**config.mk**
```make
export PLATFORM = sky130hd
export DESIGN_NAME = fetch_unit_32
export DESIGN_NICKNAME = d
export VERILOG_FILES = /design/src/rtl/mips_pkg.sv /design/src/rtl/pc_reg_32.sv /design/src/rtl/fetch_unit_32.sv
export SDC_FILE = /design/constraint.sdc
export NUM_CORES = 1
export LEC_CHECK = 0
export CORE_MARGIN = 2
export CORE_UTILIZATION = 37
export CTS_CLUSTER_SIZE = 10
export DETAILED_ROUTE_END_ITERATION = 8
export PLACE_DENSITY = 0.78
export SYNTH_ARGS = -nofsm -noshare
export SYNTH_HDL_FRONTEND = slang
export SYNTH_HIERARCHICAL = 1
export SYNTH_SLANG_ARGS = --single-unit
```
**constraint.sdc**
```tcl
create_clock -name clock -period 2.25 [get_ports clock]
set_clock_uncertainty 0.2 [all_clocks]
set_input_delay 0.45 -clock clock [delete_from_list [all_inputs] [get_ports clock]]
set_output_delay 0.45 -clock clock [all_outputs]
set_load 0.1 [all_outputs]
```
**src/rtl/mips_pkg.sv**
```systemverilog
// mips_pkg: shared fetch FSM state type and datapath constants.
package mips_pkg;
  localparam int WORD_W = 32;
  localparam logic [WORD_W-1:0] PC_INCREMENT = 32'd4;
  typedef enum logic [1:0] {IDLE, FETCH, HOLD} fetch_state_t;
endpackage

```
**src/rtl/pc_reg_32.sv**
```systemverilog
// pc_reg_32: program counter with async reset, load and modulo-2^32 increment.
module pc_reg_32 import mips_pkg::*; #(
  parameter logic [WORD_W-1:0] RESET_PC = 32'h0000_0000
) (
  input  logic              clock,
  input  logic              reset_n,
  input  logic              load,
  input  logic [WORD_W-1:0] load_value,
  input  logic              inc,
  output logic [WORD_W-1:0] pc
);
  always_ff @(posedge clock or negedge reset_n)
    if (!reset_n) pc <= RESET_PC;
    else pc <= load ? load_value : inc ? pc + PC_INCREMENT : pc;
endmodule

```
**src/rtl/fetch_unit_32.sv**
```systemverilog
// fetch_unit_32: IDLE/FETCH/HOLD instruction fetch with redirect priority.
// Define FETCH_ALIGN_CHECK_EN to trap misaligned redirect targets instead of masking them.
module fetch_unit_32 import mips_pkg::*; #(
  parameter logic [WORD_W-1:0] RESET_PC = 32'h0000_0000
) (
  input  logic              clock,
  input  logic              reset_n,
  output logic              imem_req,
  output logic [WORD_W-1:0] imem_addr,
  input  logic              imem_ready,
  input  logic [WORD_W-1:0] imem_rdata,
  output logic              instr_valid,
  input  logic              instr_ready,
  output logic [WORD_W-1:0] instr,
  output logic [WORD_W-1:0] instr_pc,
  output logic [WORD_W-1:0] pc_plus4,
  input  logic              redirect_valid,
  input  logic [WORD_W-1:0] redirect_target,
  output logic              err_misaligned
);
  fetch_state_t state;
  logic [WORD_W-1:0] pc, target;
  logic bad_target;
`ifdef FETCH_ALIGN_CHECK_EN
  assign target = redirect_target;
  assign bad_target = |redirect_target[1:0];
  always_ff @(posedge clock or negedge reset_n)
    if (!reset_n) err_misaligned <= 1'b0;
    else if (redirect_valid && bad_target) err_misaligned <= 1'b1;
`else
  assign target = redirect_target & ~32'd3;
  assign bad_target = 1'b0;
  assign err_misaligned = 1'b0;
`endif
  pc_reg_32 #(.RESET_PC(RESET_PC)) u_pc (
    .clock      (clock),
    .reset_n    (reset_n),
    .load       (redirect_valid && !bad_target),
    .load_value (target),
    .inc        (!redirect_valid && imem_req && imem_ready),
    .pc         (pc)
  );
  assign imem_addr = pc;
  assign pc_plus4 = instr_pc + PC_INCREMENT;
  // A redirect discards any in-flight or held word and restarts fetch.
  always_ff @(posedge clock or negedge reset_n)
    if (!reset_n) begin
      state       <= IDLE;
      imem_req    <= 1'b0;
      instr_valid <= 1'b0;
      instr       <= '0;
      instr_pc    <= '0;
    end else if (redirect_valid) begin
      state       <= FETCH;
      imem_req    <= 1'b1;
      instr_valid <= 1'b0;
    end else case (state)
      IDLE: begin
        state    <= FETCH;
        imem_req <= 1'b1;
      end
      FETCH: if (imem_ready) begin
        state       <= HOLD;
        imem_req    <= 1'b0;
        instr_valid <= 1'b1;
        instr       <= imem_rdata;
        instr_pc    <= pc;
      end
      HOLD: if (instr_ready) begin
        state       <= FETCH;
        imem_req    <= 1'b1;
        instr_valid <= 1'b0;
      end
      default: begin
        state       <= IDLE;
        imem_req    <= 1'b0;
        instr_valid <= 1'b0;
      end
    endcase
endmodule

```
Word-level counts from Yosys, hierarchy flattened
Cells that the tools add are included.

Register bits after elaboration: 100. Input bits: 69. Output and inout bits: 131. Word-level logic and storage cells: 36.

Add/sub/neg operators: 2. Equality and inequality tests: 5. Muxes and demuxes: 14. Bitwise operators: 1. Reduce and logical (&&, ||, !) cells: 8.

Operator list (count): 32-bit by 3-bit adder with 32-bit output, second input constant (2); 32-bit two-way mux (2); 1-bit two-way mux (6); 2-bit two-way mux (3); 3-bit != test, second input constant (2); 1-bit one-hot mux with 3 select lines (2); 2-bit one-hot mux with 3 select lines (1); 3-bit AND reduction (2); 2-bit by 1-bit equality test with 1-bit output, second input constant (1); 2-bit equality test, second input constant (1); 1-bit logical AND (2); 2-bit logical NOT (1); 2-bit != test, second input constant (1); 2-bit AND reduction (1); 2-bit nonzero test (1); 1-bit logical NOT (1); 1-bit inverter (1).

Depth between registers and ports, before layout
Gate-level depths: netlist of run 1.

Word-level depth: 5. Depth in mapped cells: 9. Depth with buffers taken out: 6.

Cells and area by module
The synthesis of run 1 kept the hierarchy.

By module, submodules not included: fetch_unit_32 (times used 1, cells an instance 238, area an instance 3113.0 um^2, seq. area each 1676.6 um^2); pc_reg_32 (times used 1, cells an instance 200, area an instance 1820.5 um^2, seq. area each 800.8 um^2).

Worst setup path after synthesis of run 1
No wires, ideal clock.

Kind: register -> output. From: reg instr_pc[3]. To: out pc_plus4[14]. Arrival: 3.494 ns. Required time: 1.600 ns. Setup slack: -1.894 ns. Cell stages (with the launch flop): 6. Buffers on the path: 0. Cell sequence: dfrtp_1 ha_1 nand3_1 nor3_1 nand3_1 xnor2_1.

Cells in the longest elaborated chain, start to end: 1.

Ends and longest elaborated chain: start: declaration (RTL line fetch_unit_32.sv:15) `output logic [WORD_W-1:0] instr_pc,`; start signal: assignment (RTL line fetch_unit_32.sv:67) `instr_pc <= pc;`; 32-bit by 3-bit adder with 32-bit output (RTL line fetch_unit_32.sv:44) `assign pc_plus4 = instr_pc + PC_INCREMENT;`; end: declaration (RTL line fetch_unit_32.sv:16) `output logic [WORD_W-1:0] pc_plus4,`.

No other way between the ends.

Final worst setup path of run 1
From: reg instr_pc[2]. To: out pc_plus4[20].

Same word-level chain as after synthesis.

==> results_dict.tcl, run 1 <==
set metrics [dict create \
    antenna_found_initial 0 \
    post-route-period-util_pct 122 \
    via_per_inst 5.24 \
    ys_warn_count 6 \
    syn_area_per_cell_sq_um 11.3 \
    yosysUniqueCellTypes 37 \
    utilization_pct 73.3 \
    drv_cap 0 \
    grt_pass1_wl_microns 25800 \
    period_needed_ns 2.75 \
    crit_path_cell_trace "ha_4 -> nand3_4 -> nor2_4 -> buf_4 -> buf_6 -> nand3_4 -> xnor2_4 -> buf_12" \
    crit_arrival_ns 2.10 \
    yosys.area.top_type "dfrtp_1" \
    rsz0062_at_grt "true" \
    area_growth_pct 95.1 \
    start_kind "flip-flop" \
    yosys.area.top_type_share_pct 50.2 \
    synth.area.top_cells "dfrtp_1 50%, mux2_2 15%, xnor2_1 5.9%, nand2_1 2.7%, nand4_1 2.3%" \
    slew_viol_final 0 \
    wl_per_cell_microns 18.8 \
    synthMostInstantiatedCell "dfrtp_1" \
    cts.clk_slew.worst_paths_ns 0.06 \
    fin_area_sq_um 9620 \
    wirelength_microns 17000 \
    layout.nets 790 \
    synth_fa_ha_area_share_pct 0.507 \
    vias 4715 \
    core-area_sq_um 13100 \
    dp_cells 862 \
    tightest_slew_ns 0.562 \
    die_w_microns 119 \
    yosysSeqAreaShare_pct 50.2 \
    synth.mux.area_fraction_pct 15.0 \
    peakVddDrop_mv 0.819 \
    grt_pass1_vias 4940 \
    max_freq_mhz 364 \
    port_buffers 196 \
    cts_tree "yes" \
    worstSkewPairLatency_ns 0.35 \
    synth_edf_count 0 \
    grt_max_degree 100 \
    grt_usage_pct 23.1 \
    synth_compound_area_share_pct 6.21 \
    final_cells 900 \
    die_y_microns 119 \
    holdWs_ns 0.309 \
    rows 42 \
    cts_made_buffers 9 \
    synth.ff_latch_count 99 \
    syn_area_sq_um 4930 \
    async_flop_share_pct 100 \
    crit_required_ns 1.60 \
    firstDrtPassIters 5 \
    overflow 0 \
    clockBufferDepth 2 \
    p_leak_nw 3.97 \
    endpoint_kind "output pin" \
    dp_hpwl_microns 12300 \
    crit_type "reg2out" \
    synth_top_family_by_area "simple AND/OR/NAND/NOR gates" \
    clock-sinks 99 \
    drtIter0Drc 275 \
    dieArea_sq_um 14300 \
    hold_class "reg2reg" \
    place_area_sq_um 8900 \
    ioPinCount 200 \
    crit_family "flip-flops" \
    slowest_delay_ns 0.47 \
    p_per_area_nw_per_um2 1180 \
    slew_headroom_pct 62.5 \
    gp_congestion 0.845 \
    clock-root-buffer "clkbuf_16" \
    synth_xor_xnor_area_share_pct 7.63 \
    failed_checks "setup timing" \
    hold_viol 0 \
    cpMostUsedCell "nand3_4" \
    synth-main-ff-cell "dfrtp_1" \
    htreeDepth 3 \
    worst_slack_ns -0.499 \
    drc 0 \
    syn_inst 438 \
    outcome "finished, violations left" \
    ant_nets 0 \
    synth_common_cells "99 x dfrtp_1, 65 x mux2_2, 35 x nand2_1" \
    setup_viol 27 \
    worst-path-buf-inv 3 \
    path_max_fanout 5 \
    drive_above_1_share_pct 59.8 \
    start_util_pct 37.6 \
    yosys.area_share.simple_pct 17.1 \
    n_antenna_cell 0 \
    slowest_stage "dfrtp_4" \
]
-- state kept, by name, indices dropped and copies added (netlist names) --
name and cells:
instr_valid 1, u_pc/pc 32, instr_pc 32, instr 32, state 2
-- cell usage in the layout (no fill, tap or decap), drive strengths merged, types with 2 or more instances in the layout --
cell and n:
mux2 65, buf 222, a21oi 3, xor2 10
or3 4, and4 8, o31a 2, nand4 23
o21ai 19, clkdlybuf4s50 63, dlygate4sd2 2, nor2 24
a31oi 13, or4 12, nor3 9, clkbuf 13
nand2 35, nor4 5, conb 3, inv 6
ha 2, nand3 19, and3 5, o31ai 12
and2 4, xnor2 33, dfrtp 99, clkinv 3
-- kinds of logic (layout without fill, tap and decap cells) --
family                     count (synthesis)  after routing
buffers and inverters                     29            311
other                                      1              3
xor gates and xnor gates                  43             43
DFF                                       99             99
muxes                                     66             66
AOI/OAI and AO/OA                         50             50
and+or+nand+nor                          148            150
adders and majority gates                  2              2
-- routing by layer --
layer / vias to the layer above / GRT usage [%] / part of all wire, %
li1: 2147 / - / -
met1: 2342 / 25.6 / 36
met2: 195 / 41.9 / 55
met3: 31 / 5.94 / 6.7
met4: 0 / 9.26 / 2.0
met5: - / 0 / 0
-- path summary, 6_finish.rpt --
kind / startpoint / endpoint / slack [ns] / depth (start not counted)
max in group asynchronous: reset_n / instr_pc[3] / 0.88 / 3
hold reg to reg: instr[28] / instr[28] / 0.31 / 1
setup reg to reg: state[0] / u_pc/pc[24] / 0.04 / 7
min in group asynchronous: reset_n / instr_pc[22] / 0.48 / 3
hold / removal: instr[28] / instr[28] / 0.31 / 1
setup / recovery: instr_pc[2] / pc_plus4[20] / -0.50 / 8
-- report_power, final --
group	switching (W)	internal, W	leakage [nW]
Sequential	0.000346	0.00221	1.11
Clock	0.000640	0.000748	0.124
Combinational	0.00494	0.00243	2.74
-- through the flow --
step	power, W	worst slack, ns	TNS, ns
finish	0.0113	-0.499	-8.33
global route	0.0116	-0.559	-10.39
CTS	0.0113	-0.399	-7.85
detailed placement	0.00987	-0.696	-17.83
global placement	0.00975	-0.599	-13.99
floorplan	0.00734	-0.521	-13.92
-- area by class of cell --
type                            count  area (sq um)
Clock inverter                      3          17.5
Sequential cell                    99          2610
Tap cell                          176           220
Clock buffer                       13           240
Multi-Input combinational cell    314          3160
Fill cell                         826          3510
Inverter                            7          26.3
Timing Repair Buffer              288          3350
-- timing repair --
item	4_1_cts	5_1_grt
hold buffers	1	0
setup endpoints to repair	41	38
pin swaps	35	27
cloned	2	0
buffers inserted	8	18
resized for setup	30	35
endpoints found under the hold margin	45	0
(Power assumes the default switching activity.)
==> inputs of run 2 (changes only) <==
--- a/config.mk
+++ b/config.mk
@@ -5,10 +5,12 @@
 export SDC_FILE = /design/constraint.sdc
 export NUM_CORES = 1
 export LEC_CHECK = 0
+export ABC_CLOCK_PERIOD_IN_PS = 2250
 export CORE_MARGIN = 2
 export CORE_UTILIZATION = 37
 export CTS_CLUSTER_SIZE = 10
 export DETAILED_ROUTE_END_ITERATION = 8
+export GPL_TIMING_DRIVEN = 0
 export PLACE_DENSITY = 0.78
 export SYNTH_ARGS = -nofsm -noshare
 export SYNTH_HDL_FRONTEND = slang
==> run 2 against run 1 <==
Compared with the run above: the flow still finishes with violations (setup timing); sequential cell count stayed put; worst setup slack worse by 0.077 ns; count of clock-buffer cells in the layout increased by 1; maximum frequency fell by 2.7%; register-to-register slack got worse by 0.12 ns.
==> results_dict.tcl, run 2 (synthesis results as in run 1) <==
set metrics [dict create \
    worst-r2r-cell-count 6 \
    n_antenna_cell 0 \
    wl_per_cell_microns 19.2 \
    layout.nets 805 \
    grt_pass1_vias 4842 \
    port_buffers 196 \
    peakVddDrop_mv 0.947 \
    cts_tree "yes" \
    ant_nets 0 \
    hold_viol 0 \
    failed_checks "setup timing" \
    crit_arrival_ns 2.18 \
    crit_required_ns 1.60 \
    top_layer "met4" \
    endpoint "pc_plus4[18]" \
    area_growth_pct 91.1 \
    dieArea_sq_um 14300 \
    outcome "finished, violations left" \
    p_per_area_nw_per_um2 1140 \
    setup_viol 30 \
    drv_cap 0 \
    r2r-start "u_pc/pc[2]" \
    top_regs "instr (32), instr_pc (32), u_pc/pc (32)" \
    wl_met3_microns 1210 \
    final_cell_mix "81 x buf_4, 65 x mux2_2, 63 x clkdlybuf4s50_1, 61 x clkdlybuf4s15_2, 41 x dfrtp_1" \
    worstReg2RegEnd "u_pc/pc[20]" \
    htreeDepth 3 \
    layout_commonest_cell "buf_4" \
    tns_ns -9.41 \
    slew_viol_final 0 \
    die_y_microns 119 \
    grt_usage_pct 23.4 \
    wirelength_microns 17600 \
    firstDrtPassIters 5 \
    rsz0062_at_grt "true" \
    gp_congestion 0.849 \
    drc 0 \
    die_w_microns 119 \
    ff_latch_area_sq_um 2610 \
    grt_max_degree 62 \
    drtIter0Drc 349 \
    clock-sinks 99 \
    timing.critical_path.from "instr_pc[2]" \
    multi_input_area_sq_um 3160 \
    worstSkewPairLatency_ns 0.35 \
    overflow 0 \
    post-route-period-util_pct 126 \
    max_freq_mhz 354 \
    grt_pass1_wl_microns 26000 \
    r2r_slack_ns -0.08 \
    vias 4794 \
    crit_type "reg2out" \
    drive_above_1_share_pct 55.6 \
    utilization_pct 71.8 \
    wl_met1_microns 6590 \
    cts.clk_slew.worst_paths_ns 0.06 \
    path_max_fanout 6 \
    clock-root-buffer "clkbuf_16" \
    start_util_pct 37.6 \
    p_leak_nw 3.85 \
    fin_area_sq_um 9430 \
    clockBufferDepth 2 \
    tightest_slew_ns 0.995 \
    hold_class "reg2reg" \
    slew_headroom_pct 33.9 \
    start_kind "flip-flop" \
    core-area_sq_um 13100 \
    place_area_sq_um 7910 \
    period_needed_ns 2.83 \
    fillers 925 \
    endpoint_kind "output pin" \
    dp_hpwl_microns 11500 \
    wl_met2_microns 9400 \
    rows 42 \
    cts_made_buffers 9 \
    worst_slack_ns -0.577 \
    ioPinCount 200 \
    via_per_inst 5.24 \
    antenna_found_initial 0 \
]
==> run 2: changes by cell type in the layout (fill, tap and decap cells not counted), sizes merged <==
cell	change
buf	-92
clkbuf	+17
clkdlybuf4s15	+69
clkinv	-1
dlygate4sd2	+24
or3	-2
==> run 2: through the flow <==
stage | power, W | hold WS [ns] | worst slack, ns | cells
2_1_floorplan | 0.00734 | -0.0456 | -0.521 | 440
3_3_place_gp | 0.00869 | 0.289 | -3.88 | 812
3_5_place_dp | 0.00877 | 0.269 | -1.26 | 813
4_1_cts | 0.0106 | 0.305 | -0.532 | 873
5_1_grt | 0.0111 | 0.320 | -0.629 | 915
6_report | 0.0108 | 0.301 | -0.577 | 915
==> run 2: final cells by class <==
class	count	area share [%]
Buffer	21	1.57
Clock buffer	14	2.69
Timing Repair Buffer	284	31.9
Multi-Input combinational cell	312	33.5
Inverter	7	0.279
Sequential cell	99	27.7
Tap cell	176	2.34
Clock inverter	2	0.133
==> run 2: worst min-delay path by stage <==
stage	slack, ns	start	cells after the start	end
finish	0.30	instr[26]	1	instr[26]
global route	0.32	instr[31]	1	instr[31]
CTS	0.31	instr[17]	1	instr[17]
detailed placement	0.27	reset_n	1	u_pc/pc[23]
global placement	0.29	instr[8]	1	instr[8]
floorplan	-0.05	reset_n	0	instr[0]
==> run 2: critical path: stages, from the launching register on <==
cell and delay [ns]:
dfrtp_4 0.48, ha_4 0.17, nand3_4 0.10, nor2_4 0.26, nand4_1 0.32, xnor2_4 0.28
buf_12 0.20
==> run 2: power by group <==
group	total (W)	leakage [nW]	internal [W]	switching (W)
Combinational	0.00669	2.62	0.00192	0.00477
Sequential	0.00265	1.11	0.00221	0.000443
Clock	0.00143	0.127	0.000781	0.000650
Total	0.0108	3.85	0.00491	0.00586
==> run 2: routing by layer <==
metal  track usage [%]  vias up
met5                 0        -
met4              8.38        0
met3              5.36       24
met2              41.3      213
met1              27.9     2381
li1                  -     2176
==> run 2: what timing repair did <==
action	CTS	global route
gates cloned	0	1
resized for setup	504	65
hold endpoints to repair	38	0
buffers inserted	43	43
pin swaps	30	38
setup endpoints to repair	145	57
hold buffers	1	0
==> inputs of run 3 (changes only) <==
--- a/config.mk
+++ b/config.mk
@@ -5,13 +5,15 @@
 export SDC_FILE = /design/constraint.sdc
 export NUM_CORES = 1
 export LEC_CHECK = 0
-export ABC_CLOCK_PERIOD_IN_PS = 2250
+export ABC_CLOCK_PERIOD_IN_PS = 3100
 export CORE_MARGIN = 2
 export CORE_UTILIZATION = 37
+export CTS_BUF_LIST = sky130_fd_sc_hd__clkbuf_4
 export CTS_CLUSTER_SIZE = 10
 export DETAILED_ROUTE_END_ITERATION = 8
 export GPL_TIMING_DRIVEN = 0
-export PLACE_DENSITY = 0.78
+export PLACE_DENSITY = 0.75
+export SLEW_MARGIN = 20
 export SYNTH_ARGS = -nofsm -noshare
 export SYNTH_HDL_FRONTEND = slang
 export SYNTH_HIERARCHICAL = 1
==> constraint.sdc (replaced) <==
create_clock -name clock -period 3.1 [get_ports clock]
set_clock_uncertainty 0.2 [all_clocks]
set_input_delay 0.62 -clock clock [delete_from_list [all_inputs] [get_ports clock]]
set_output_delay 0.62 -clock clock [all_outputs]
set_load 0.1 [all_outputs]
==> run 3 against run 2 <==
Compared with the run above: the flow now finishes without violations; core utilization down 9.4 points; via count fell by 6.3%; count of clock-buffer cells in the layout decreased by 5; sequential power shrank 29%; sequential share of layout area up 3.2 points; wire length decreased by 13%; worst setup slack better by 0.59 ns; power decreased by 34%; cell count decreased by 5.2%; critical path depth is 1 lower; design area decreased by 13%; combinational power down 32%.
==> results_dict.tcl, run 3 (synthesis results as in run 1) <==
set metrics [dict create \
    port_buffers 196 \
    peakVddDrop_mv 0.527 \
    antenna_found_initial 0 \
    clock-sinks 99 \
    switching_share_pct 57.7 \
    htreeDepth 3 \
    slew_viol_final 0 \
    comb_power_share_pct 64.8 \
    timing.critical_path.from "instr_pc[3]" \
    crit_type "reg2out" \
    tns_ns 0 \
    period_needed_ns 3.09 \
    grt_pass1_wl_microns 23200 \
    drive_above_1_share_pct 33.4 \
    pwr-share-seq_pct 26.8 \
    crit_required_ns 2.28 \
    die_y_microns 119 \
    layout.nets 757 \
    clock-root-buffer "clkbuf_4" \
    cts.clk_slew.worst_paths_ns 0.15 \
    p_sw_w 0.00408 \
    path_max_fanout 5 \
    drv_cap 0 \
    ioPinCount 200 \
    overflow 0 \
    area_growth_pct 66.1 \
    r2r-start "state[0]" \
    clkPwrFrac_pct 8.5 \
    grt_max_degree 52 \
    grt_pass1_vias 4453 \
    worst-r2r-cell-count 9 \
    max_freq_mhz 324 \
    tightest_slew_ns 1.03 \
    ant_nets 0 \
    p_int_w 0.00298 \
    drc 0 \
    worstSkewPairLatency_ns 0.46 \
    wirelength_microns 15300 \
    final_cell_mix "160 x clkdlybuf4s50_1, 73 x dfrtp_1, 65 x mux2_2, 50 x buf_4, 34 x nand2_1" \
    vias 4493 \
    cts_tree "yes" \
    grt_usage_pct 20.7 \
    n_antenna_cell 0 \
    crit_arrival_ns 2.27 \
    start_kind "flip-flop" \
    place_area_sq_um 7630 \
    gp_congestion 0.856 \
    endpoint_kind "output pin" \
    post-route-period-util_pct 99.6 \
    worstReg2RegEnd "u_pc/pc[20]" \
    rsz0062_at_grt "true" \
    clockBufferDepth 2 \
    slew_headroom_pct 31.1 \
    top_regs "instr (32), instr_pc (32), u_pc/pc (32)" \
    hold_class "reg2reg" \
    via_per_inst 5.18 \
    dp_hpwl_microns 11100 \
    firstDrtPassIters 5 \
    p_per_area_nw_per_um2 862 \
    endpoint "pc_plus4[31]" \
    hold_viol 0 \
    cts_made_buffers 9 \
    wl_per_cell_microns 17.6 \
    drtIter0Drc 329 \
    rows 42 \
    layout_commonest_cell "clkdlybuf4s50_1" \
    outcome "finished clean" \
    p_leak_nw 3.30 \
    dieArea_sq_um 14300 \
    core-area_sq_um 13100 \
    die_w_microns 119 \
    start_util_pct 37.6 \
    setup_viol 0 \
    fin_area_sq_um 8190 \
    r2r_slack_ns 0.34 \
]
-- run 3: repair_timing --
action / in CTS / in global routing
endpoints found under the hold margin: 48 / 0
hold buffers: 1 / 0
cloned: 0 / 0
endpoints found under the setup margin: 29 / 22
gates resized for setup: 178 / 27
pin swaps: 9 / 15
buffers inserted: 8 / 29
-- run 3: worst min path at each step --
stage                    from         to  slack [ns]  cells after the start
global placement    instr[23]  instr[23]        0.29                      1
detailed placement   instr[6]   instr[6]        0.30                      1
floorplan             reset_n   instr[0]        0.12                      0
finish               instr[1]   instr[1]        0.32                      1
global route        instr[12]  instr[12]        0.34                      1
CTS                  instr[6]   instr[6]        0.33                      1
-- run 3: final cells by class --
class	count	area [sq um]
flip-flops and latches	99	2530
inverters	7	26.3
well taps	176	220
plain buffers	22	134
clock buffers	9	67.6
clock inverters	7	45.0
fillers	1055	4940
repair buffers	235	2340
multi-input cells	312	2830
-- run 3: critical path, cell delays in order, from the launching register on --
cell	delay, ns
dfrtp_4	0.50
nand4_4	0.14
nor4_4	0.32
nand4_1	0.37
xnor2_4	0.29
buf_12	0.20
-- run 3: power by group through the flow --
stage	Sequential, W	Combinational [W]	Clock [W]
global route	0.00193	0.00468	0.000688
detailed placement	0.00198	0.00426	0
CTS	0.00193	0.00436	0.000630
floorplan	0.00373	0.00149	0
global placement	0.00196	0.00422	0
finish	0.00189	0.00457	0.000599
-- run 3: routing by layer --
metal  GRT usage, %  part of all wire (%)
met3           5.27                   7.0
met1           25.5                    40
met4           9.12                   3.4
met2           34.2                    50
met5              0                     0
-- run 3: per-stage QoR --
| step | total power, W | std cells | setup slack [ns] | hold WS, ns | utilization, % |
|---|---|---|---|---|---|
| after floorplan | 0.00521 | 440 | -0.0673 | 0.124 | - |
| after global placement | 0.00618 | 812 | -3.09 | 0.289 | 57.8 |
| after detailed placement | 0.00624 | 813 | -0.616 | 0.297 | 58.1 |
| after CTS | 0.00692 | 838 | -0.126 | 0.330 | 60.0 |
| after global routing | 0.00730 | 867 | -0.0723 | 0.342 | 62.4 |
| final | 0.00706 | 867 | 0.0129 | 0.324 | 62.4 |
